<file path="config.mk">
export PLATFORM = sky130hd
export DESIGN_NAME = hnoc_ingress
export DESIGN_NICKNAME = d
export VERILOG_FILES = /design/src/rtl/hnoc_pkg.sv /design/src/rtl/hnoc_fifo.sv /design/src/rtl/hnoc_ingress.sv
export SDC_FILE = /design/constraint.sdc
export NUM_CORES = 1
export LEC_CHECK = 0
export CAP_MARGIN = 25
export CORE_MARGIN = 2
export CORE_UTILIZATION = 52
export CTS_BUF_LIST = sky130_fd_sc_hd__clkbuf_16
export DETAILED_ROUTE_END_ITERATION = 12
export PLACE_DENSITY_LB_ADDON = 0.08
export SYNTH_ARGS = -nofsm -noshare
export SYNTH_HDL_FRONTEND = slang
export SYNTH_SLANG_ARGS = --single-unit
</file>
<file path="constraint.sdc">
create_clock -name clk -period 3.67 [get_ports clk]
set_input_delay 0.5505 -clock clk [delete_from_list [all_inputs] [get_ports clk]]
set_output_delay 0.5505 -clock clk [all_outputs]
set_load 0.02 [all_outputs]
</file>
<file path="src/rtl/hnoc_pkg.sv">
// Shared definitions for the hierarchical NoC: packet layout and counter width.
package hnoc_pkg;
  localparam int PKT_W     = 32;
  localparam int DEST_W    = 8;
  localparam int PAYLOAD_W = 24;
  localparam int DEST_MSB  = 31;
  localparam int DEST_LSB  = 24;
  localparam int CNT_W     = 16;

  typedef struct packed {
    logic [DEST_W-1:0]    dest;
    logic [PAYLOAD_W-1:0] payload;
  } hnoc_pkt_t;
endpackage

</file>
<file path="src/rtl/hnoc_fifo.sv">
// Synchronous FIFO with wrapping pointers and an explicit fill count.
module hnoc_fifo
  import hnoc_pkg::*;
#(
  parameter int DATA_W = PKT_W,
  parameter int DEPTH  = 4,
  localparam int AW    = $clog2(DEPTH)
) (
  input  logic              clk,
  input  logic              rst,
  input  logic              wr_en,
  input  logic [DATA_W-1:0] wr_data,
  input  logic              rd_en,
  output logic [DATA_W-1:0] rd_data,
  output logic [AW:0]       occupancy,
  output logic              full,
  output logic              empty
);
  logic [DATA_W-1:0] mem [DEPTH];
  logic [AW-1:0]     wr_ptr, rd_ptr;
  logic [AW:0]       count;
  logic              push, pop;

  assign full      = (count == (AW+1)'(DEPTH));
  assign empty     = (count == '0);
  assign occupancy = count;
  assign rd_data   = mem[rd_ptr];

  // A full FIFO refuses a push even when a pop happens on the same edge.
  assign push = wr_en & ~full;
  assign pop  = rd_en & ~empty;

  always_ff @(posedge clk or negedge rst) begin
    if (!rst) begin
      wr_ptr <= '0;
      rd_ptr <= '0;
      count  <= '0;
    end else begin
      if (push) wr_ptr <= wr_ptr + 1'b1;
      if (pop)  rd_ptr <= rd_ptr + 1'b1;
      case ({push, pop})
        2'b10:   count <= count + 1'b1;
        2'b01:   count <= count - 1'b1;
        default: count <= count;
      endcase
    end
  end

  // Storage carries data only; validity is tracked by the pointers.
  always_ff @(posedge clk) begin
    if (push) mem[wr_ptr] <= wr_data;
  end
endmodule

</file>
<file path="src/rtl/hnoc_ingress.sv">
// Per-PE ingress: buffers PE packets and steers the FIFO head to the local
// cluster switch or the uplink, counting deliveries in each direction.
module hnoc_ingress
  import hnoc_pkg::*;
#(
  parameter int fifoDepth   = 4,
  parameter int clusterBase = 0,
  parameter int clusterSize = 4
) (
  input  logic                       clk,
  input  logic                       rst,
  input  logic [PKT_W-1:0]           i_data,
  input  logic                       i_data_valid,
  output logic                       o_data_ready,
  output logic [PKT_W-1:0]           o_local_data,
  output logic                       o_local_valid,
  input  logic                       i_local_ready,
  output logic [PKT_W-1:0]           o_up_data,
  output logic                       o_up_valid,
  input  logic                       i_up_ready,
  output logic [$clog2(fifoDepth):0] o_occupancy,
  output logic [CNT_W-1:0]           o_local_cnt,
  output logic [CNT_W-1:0]           o_up_cnt
);
  localparam int LO_I = clusterBase;
  localparam int HI_I = clusterBase + clusterSize;
  localparam logic [DEST_W:0] LOC_LO = LO_I[DEST_W:0];
  localparam logic [DEST_W:0] LOC_HI = HI_I[DEST_W:0];

  function automatic logic [CNT_W-1:0] sat_inc(input logic [CNT_W-1:0] v);
    return (&v) ? v : v + 1'b1;
  endfunction

  logic [PKT_W-1:0] head_raw;
  hnoc_pkt_t        head_pkt;
  logic             full, empty, is_local, local_pop, up_pop;
  logic [DEST_W:0]  dest_ext;

  hnoc_fifo #(.DATA_W(PKT_W), .DEPTH(fifoDepth)) u_fifo (
    .clk       (clk),
    .rst       (rst),
    .wr_en     (i_data_valid),
    .wr_data   (i_data),
    .rd_en     (local_pop | up_pop),
    .rd_data   (head_raw),
    .occupancy (o_occupancy),
    .full      (full),
    .empty     (empty)
  );

  assign head_pkt     = head_raw;
  assign o_data_ready = ~full;

  assign dest_ext = {1'b0, head_pkt.dest};
  assign is_local = (dest_ext >= LOC_LO) && (dest_ext < LOC_HI);

  assign o_local_valid = ~empty & is_local;
  assign o_up_valid    = ~empty & ~is_local;
  // Zero the head while empty so stale storage never shows on the ports.
  assign o_local_data  = empty ? '0 : head_pkt;
  assign o_up_data     = empty ? '0 : head_pkt;

  assign local_pop = o_local_valid & i_local_ready;
  assign up_pop    = o_up_valid & i_up_ready;

  always_ff @(posedge clk or negedge rst) begin
    if (!rst) begin
      o_local_cnt <= '0;
      o_up_cnt    <= '0;
    end else begin
      if (local_pop) o_local_cnt <= sat_inc(o_local_cnt);
      if (up_pop)    o_up_cnt    <= sat_inc(o_up_cnt);
    end
  end
endmodule

</file>
; Yosys cells after proc, flatten, opt, wreduce, memory -nomap -nowiden
; Memory sizes are Yosys's and may differ from the RTL's.
; Cells that the tools add are included.
[word_totals]
ram_bits = 128
input_bits = 37
ff_bits = 39
mem_count = 1
word_cells = 40
[mem_list]
columns = name, words, word_bits, read_ports, rd_clocked_by_memory_dff, write_ports, line
row1 = u_fifo.mem, 4, 32, 1, 0, 1, hnoc_fifo.sv:19  ; logic [DATA_W-1:0] mem [DEPTH];
[classes]
muxes = 4
eq_ne = 3
bitwise_logic = 12
n_reduce_logical = 7
n_lt_le_gt_ge = 2
n_addsub = 6
[ops]
columns = cell, count
row1 = "adder 16 x 1 -> 16 bit, second input constant", 2
row2 = two-way mux 32 bit, 1
row3 = AND reduction 16 bit, 2
row4 = ">= comparator 8 x 1 -> 1 bit, second input constant", 1
row5 = "< comparator 8 x 3 -> 1 bit, second input constant", 1
row6 = bitwise AND 1 bit, 6
row7 = one-hot mux 3 bit (2 select lines), 1
row8 = NOT 1 bit, 5
row9 = "adder 2 x 1 -> 2 bit, second input constant", 2
row10 = AND reduction 2 bit, 2
row11 = "adder 3 x 1 -> 3 bit, second input constant", 1
row12 = "== test 3 bit, second input constant", 1
row13 = logical NOT 3 bit, 1
row14 = "subtractor 3 x 1 -> 3 bit, second input constant", 1
row15 = "== test 2 x 1 -> 1 bit, second input constant", 1
row16 = "== test 2 bit, second input constant", 1
row17 = two-way mux 1 bit, 2
row18 = nonzero test 2 bit, 1
row19 = logical AND 1 bit, 1
row20 = OR 1 bit, 1

; Logic depth before layout (Yosys ltp)
; An unclocked memory read counts as a cell.
[depth]
ltp_word = 10
ltp_mapped = 12
ltp_nobuf = 10

; By module
; A second synthesis with hierarchy kept.
[unflattened]
hier_cells = 424
area_unflattened_um2 = 7206.9
[by_module_without_submodules]
columns = module, area_per_inst_um2, instances, cells_per_inst
row1 = hnoc_fifo, 5091.1, 1, 205
row2 = hnoc_ingress, 2115.8, 1, 219

; Least setup slack after synthesis
; OpenSTA, ideal clock, no wires.
[synth_path]
path_kind = reg2reg
from = register u_fifo.rd_ptr[0]
to = register u_fifo.count[2], in the netlist u_fifo.occupancy[2]
period_less_slack_ps = 2872
path_slack_ps = 798
required_ps = 3590
t_arrival_ps = 2792
stages_incl_launch_ff = 13
path_buffers = 2
cell_sequence = dfrtp_1 -> buf_6 -> mux4_2 -> nor4_4 -> nand4b_4 -> buf_6 -> nand2_1 -> ha_1 -> inv_1 -> fa_1 -> xor2_1 -> nor2_1 -> xor2_1
[synth_between]
elab_chain_len = 10
elab_cells_between_ends = 15
cone_classes = 2 x order compare / 2 x eq/ne / 1 x mux / 7 x bitwise / 2 x reduce/logical / 1 x memory
[synth_rtl]
columns = item, line
row1 = start: declaration, hnoc_fifo.sv:20  ; logic [AW-1:0] wr_ptr, rd_ptr;
row2 = start signal: assignment, hnoc_fifo.sv:40  ; if (pop) rd_ptr <= rd_ptr + 1'b1;
row3 = memory (4 x 32 bit) (*), -
row4 = >= comparator 8 x 1 -> 1 bit or < comparator 8 x 3 -> 1 bit (tied branches), hnoc_ingress.sv:55  ; assign is_local = (dest_ext >= LOC_LO) && (dest_ext < LOC_HI);
row5 = logical AND 1 bit (*), hnoc_ingress.sv:55
row6 = NOT 1 bit, hnoc_ingress.sv:58  ; assign o_up_valid = ~empty & ~is_local;
row7 = bitwise AND 1 bit, hnoc_ingress.sv:58
row8 = bitwise AND 1 bit, hnoc_ingress.sv:64  ; assign up_pop = o_up_valid & i_up_ready;
row9 = OR 1 bit (*), hnoc_ingress.sv:44  ; .rd_en (local_pop | up_pop),
row10 = bitwise AND 1 bit (*), hnoc_fifo.sv:31  ; assign pop = rd_en & ~empty;
row11 = net u_fifo.pop, hnoc_fifo.sv:22  ; logic push, pop;
row12 = == test 2 x 1 -> 1 bit or == test 2 bit (tied branches), hnoc_fifo.sv:41  ; case ({push, pop})
row13 = one-hot mux 3 bit (2 select lines) or nonzero test 2 bit (tied branches), -
row14 = end signal: assignment, hnoc_fifo.sv:42  ; 2'b10: count <= count + 1'b1;
row15 = end signal: assignment, hnoc_fifo.sv:43  ; 2'b01: count <= count - 1'b1;
row16 = end signal: assignment, hnoc_fifo.sv:44  ; default: count <= count;
row17 = end: declaration, hnoc_fifo.sv:21  ; logic [AW:0] count;
; The timed path passes the listed nets; every way through them passes the cells marked *.
; A chain may end at the register's enable or synchronous reset.

; Worst setup path in the final report
[layout_path]
from = register u_fifo.rd_ptr[0]
to = output o_local_valid
[layout_between]
elab_chain_len = 4
elab_cells_between_ends = 5
cone_classes = 2 x order compare / 1 x bitwise / 1 x reduce/logical / 1 x memory
[layout_rtl]
columns = item, line
row1 = memory (4 x 32 bit) (*), -
row2 = >= comparator 8 x 1 -> 1 bit or < comparator 8 x 3 -> 1 bit (tied branches), hnoc_ingress.sv:55
row3 = logical AND 1 bit (*), hnoc_ingress.sv:55
row4 = bitwise AND 1 bit (*), hnoc_ingress.sv:57  ; assign o_local_valid = ~empty & is_local;
row5 = end: declaration, hnoc_ingress.sv:16  ; output logic o_local_valid,
; Every way passes the cells marked *; elsewhere a longest branch is shown, timed or not.

==> summary.txt <==
Share of async-settable or async-resettable flops after synthesis -> 23.4%
Final critical-path share of the clock period -> 93.6%
Die area -> 14,700 um^2
Number of global-route vias before repair -> 3,937
Buffers from clock root to sink, at most -> 2
Cells after Synth -> 427
Count of buffers from port buffering -> 138
Type of the worst setup path -> flip-flop to output pin
Critical path data arrival time -> 2890 ps
Number of setup violations in the final report -> 0
IR Drop Worst-Case VDD -> 511 uV
Number of H-tree levels -> 4
Number of enable flip-flop cells after synthesis -> 128
Filler Cells Inserted -> 934
Skew-Pair Late Insertion Delay -> 410 ps
Initial antenna violation count -> 0
Total DRC errors in the routed layout -> 0
Proportion of layout cells with a drive suffix above 1 -> 16.6%
Starting utilization of the core area -> 53.6%
Most used standard cell by instance count after synthesis -> edfxtp_1
Max-capacitance violation count -> 0
Endpoint type of the worst setup path -> output pin
Outcome -> finished, final reports clean
Highest attainable clock frequency -> 291 MHz
Number of warnings issued by yosys -> 0
Sum of routed wire length over all layers -> 13.1 mm
Worst slew margin relative to its limit -> 40.2%
Data required time at the worst endpoint -> 3120 ps
Root buffer selected by CTS -> clkbuf_16
Hold crit path type -> input pin to async pin
Detailed Place HPWL -> 8.40 mm
Global route overflow -> 0
Ranking of synthesized cells by instance count -> 128 x edfxtp_1, 39 x dfrtp_1, 34 x nor2b_1
Final weighted congestion in routability-driven placement -> 0.757
Unique masters post-synth -> 41
Register bit count reported by yosys -> 167
Clock buffers created by TritonCTS -> 17
Detailed Route Iter0 Violations -> 275
Total routing usage reported by global routing -> 19.2%
Area occupied by multi-input gates -> 1990 um^2
Sum Neg Setup Slack -> 0 ps
Nets@finish -> 592
Clock period minus final worst setup slack -> 3440 ps
Post-route clock skew -> 8.78 ps
Syn-to-layout area delta -> 27.0%
Via count of the routed design -> 3,930
Final antenna diode count -> 0
Unrepaired setup endpoints after global routing -> false
First-pass GRT wire length -> 21.1 mm
Total number of clock tree sinks -> 167
Post-cts hold buffer count -> 0
Final design utilization -> 68.1%
Clock tree from TritonCTS -> built
Critical path launch point type -> flip-flop
Final routed wire length divided by cell count -> 17.9 um
Number of placed I/O pins -> 139
Total power divided by cell area -> 867 nW/um^2
Leak pwr -> 3.24 nW
Average size of a mapped cell -> 16.7 um^2
Slew @ Worst Pin -> 898 ps
Vias/cell -> 5.35
DRT antenna net count -> 0
Placeable Area -> 13,300 um^2
Summed instance area of the synthesized netlist -> 7130 um^2
Seq/Total Area, Yosys -> 67.6%
Detailed Routing Iterations Pass 1 -> 4
Chip Width -> 121 um
Cell type with the highest aggregate area in the netlist -> edfxtp_1
Post-CTS setup repair buffer count -> 0
Seq. cell area -> 4820 um^2
Pins over their slew limit -> 0
Post-Synthesis Net Count -> 472
Quantity of gates resized following cts -> 0
Number of placement rows -> 42
Largest cells by area after synthesis -> edfxtp_1 54%, dfrtp_1 14%, mux4_2 10%, buf_4 3.4%, nor2b_1 3.0%
Post-synth top area share -> 53.9%
Maximum number of pins on one net before global-route repair -> 40
Final Hold Violating Endpoints -> 0
Most common flop cell mapped by yosys -> edfxtp_1
Die height -> 121 um
Crit path max fanout -> 17
Clock-pin transition on the worst setup and hold timing paths -> 60 ps
[flip-flops by register name, indices dropped and copies added (netlist names)]
name,cells
o_local_cnt,16
o_up_cnt,16
u_fifo.mem,128
u_fifo.occupancy,3
u_fifo.rd_ptr,2
u_fifo.wr_ptr,2
[stage by stage]
step	std cells	instance area [um^2]	setup WS [ps]	hold WS, ps	total power, mW
2_1_floorplan	427	7130	798	255	4.99
3_3_place_gp	704	8490	572	477	6.19
3_5_place_dp	704	8490	530	481	6.24
4_1_cts	735	9050	71.9	287	7.94
5_1_grt	735	9060	68.0	328	8.24
6_report	735	9060	234	269	7.85
[final cells by class]
type | instances | area share, %
clock inverter | 14 | 1.49
inverter | 8 | 0.332
timing repair buffer | 146 | 15.9
clock buffer | 17 | 4.70
multi-input combinational | 207 | 21.9
sequential | 167 | 53.2
tap | 176 | 2.43
[placed cells by master (no fill, tap or decap), types with 2 or more instances in the layout]
cell and instances:
mux4_2 32, clkbuf_16 17, nor4_2 2, xor2_1 16, bufinv_16 2, a21oi_1 3, dfrtp_1 38, a21boi_0 3
nand4_1 10, buf_4 7, inv_1 9, nor2b_1 34, ha_1 7, clkdlybuf4s50_1 137, nand2_1 17, or4_1 2
xnor2_1 17, nor3_2 7, edfxtp_1 128, nor2_1 8, nor3_1 4, mux2_2 3, nand3_1 15, and3_2 4
clkinv_4 3, nor4_1 5, clkinv_2 4, and3_1 3
[worst paths after layout]
kind | startpoint | endpoint | slack [ps] | cells past startpoint
max | u_fifo.rd_ptr[0]$_DFFE_PN0P_ | o_local_valid | 230 | 5
min | rst | o_up_cnt[3]$_DFFE_PN0P_ | 270 | 1
max reg2reg | u_fifo.rd_ptr[0]$_DFFE_PN0P_ | u_fifo.occupancy[2]$_DFFE_PN0P_ | 670 | 11
min reg2reg | o_local_cnt[11]$_DFFE_PN0P_ | o_local_cnt[11]$_DFFE_PN0P_ | 490 | 1
max in group asynchronous | rst | u_fifo.rd_ptr[0]$_DFFE_PN0P_ | 2790 | 1
min in group clk | o_local_cnt[11]$_DFFE_PN0P_ | o_local_cnt[11]$_DFFE_PN0P_ | 490 | 1
[where the power goes]
group          internal, mW  switching, mW
registers              2.44          0.159
logic                  1.71           1.86
clock network         0.990          0.694
total                  5.14           2.72
[critical path, stage by stage, from the launching register on]
cell and delay [ps]:
dfrtp_2 470, buf_6 280, mux4_2 560, or2_2 330, nor3_1 180, clkdlybuf4s50_1 650
[cell families (layout without fill, tap and decap cells)]
kind of cell / count (synthesis) / in the layout / share of synthesized area [%]
DFF: 167 / 167 / 67.6
AOI/OAI and AO/OA: 9 / 9 / 0.825
and+or+nand+nor: 120 / 120 / 10.4
adders and majority gates: 8 / 8 / 1.51
muxes: 37 / 37 / 10.9
buffers and inverters: 53 / 185 / 4.77
xor gates and xnor gates: 33 / 33 / 4.05
[metal layers]
layer | vias up | wire (um) | track usage [%]
met4 | 0 | 173 | 7.19
met5 | - | 0 | 0
met1 | 1987 | 5780 | 25.7
met3 | 12 | 639 | 4.61
met2 | 116 | 6530 | 30.8
li1 | 1815 | - | -
No activity file was read; power rests on OpenSTA's default activity.
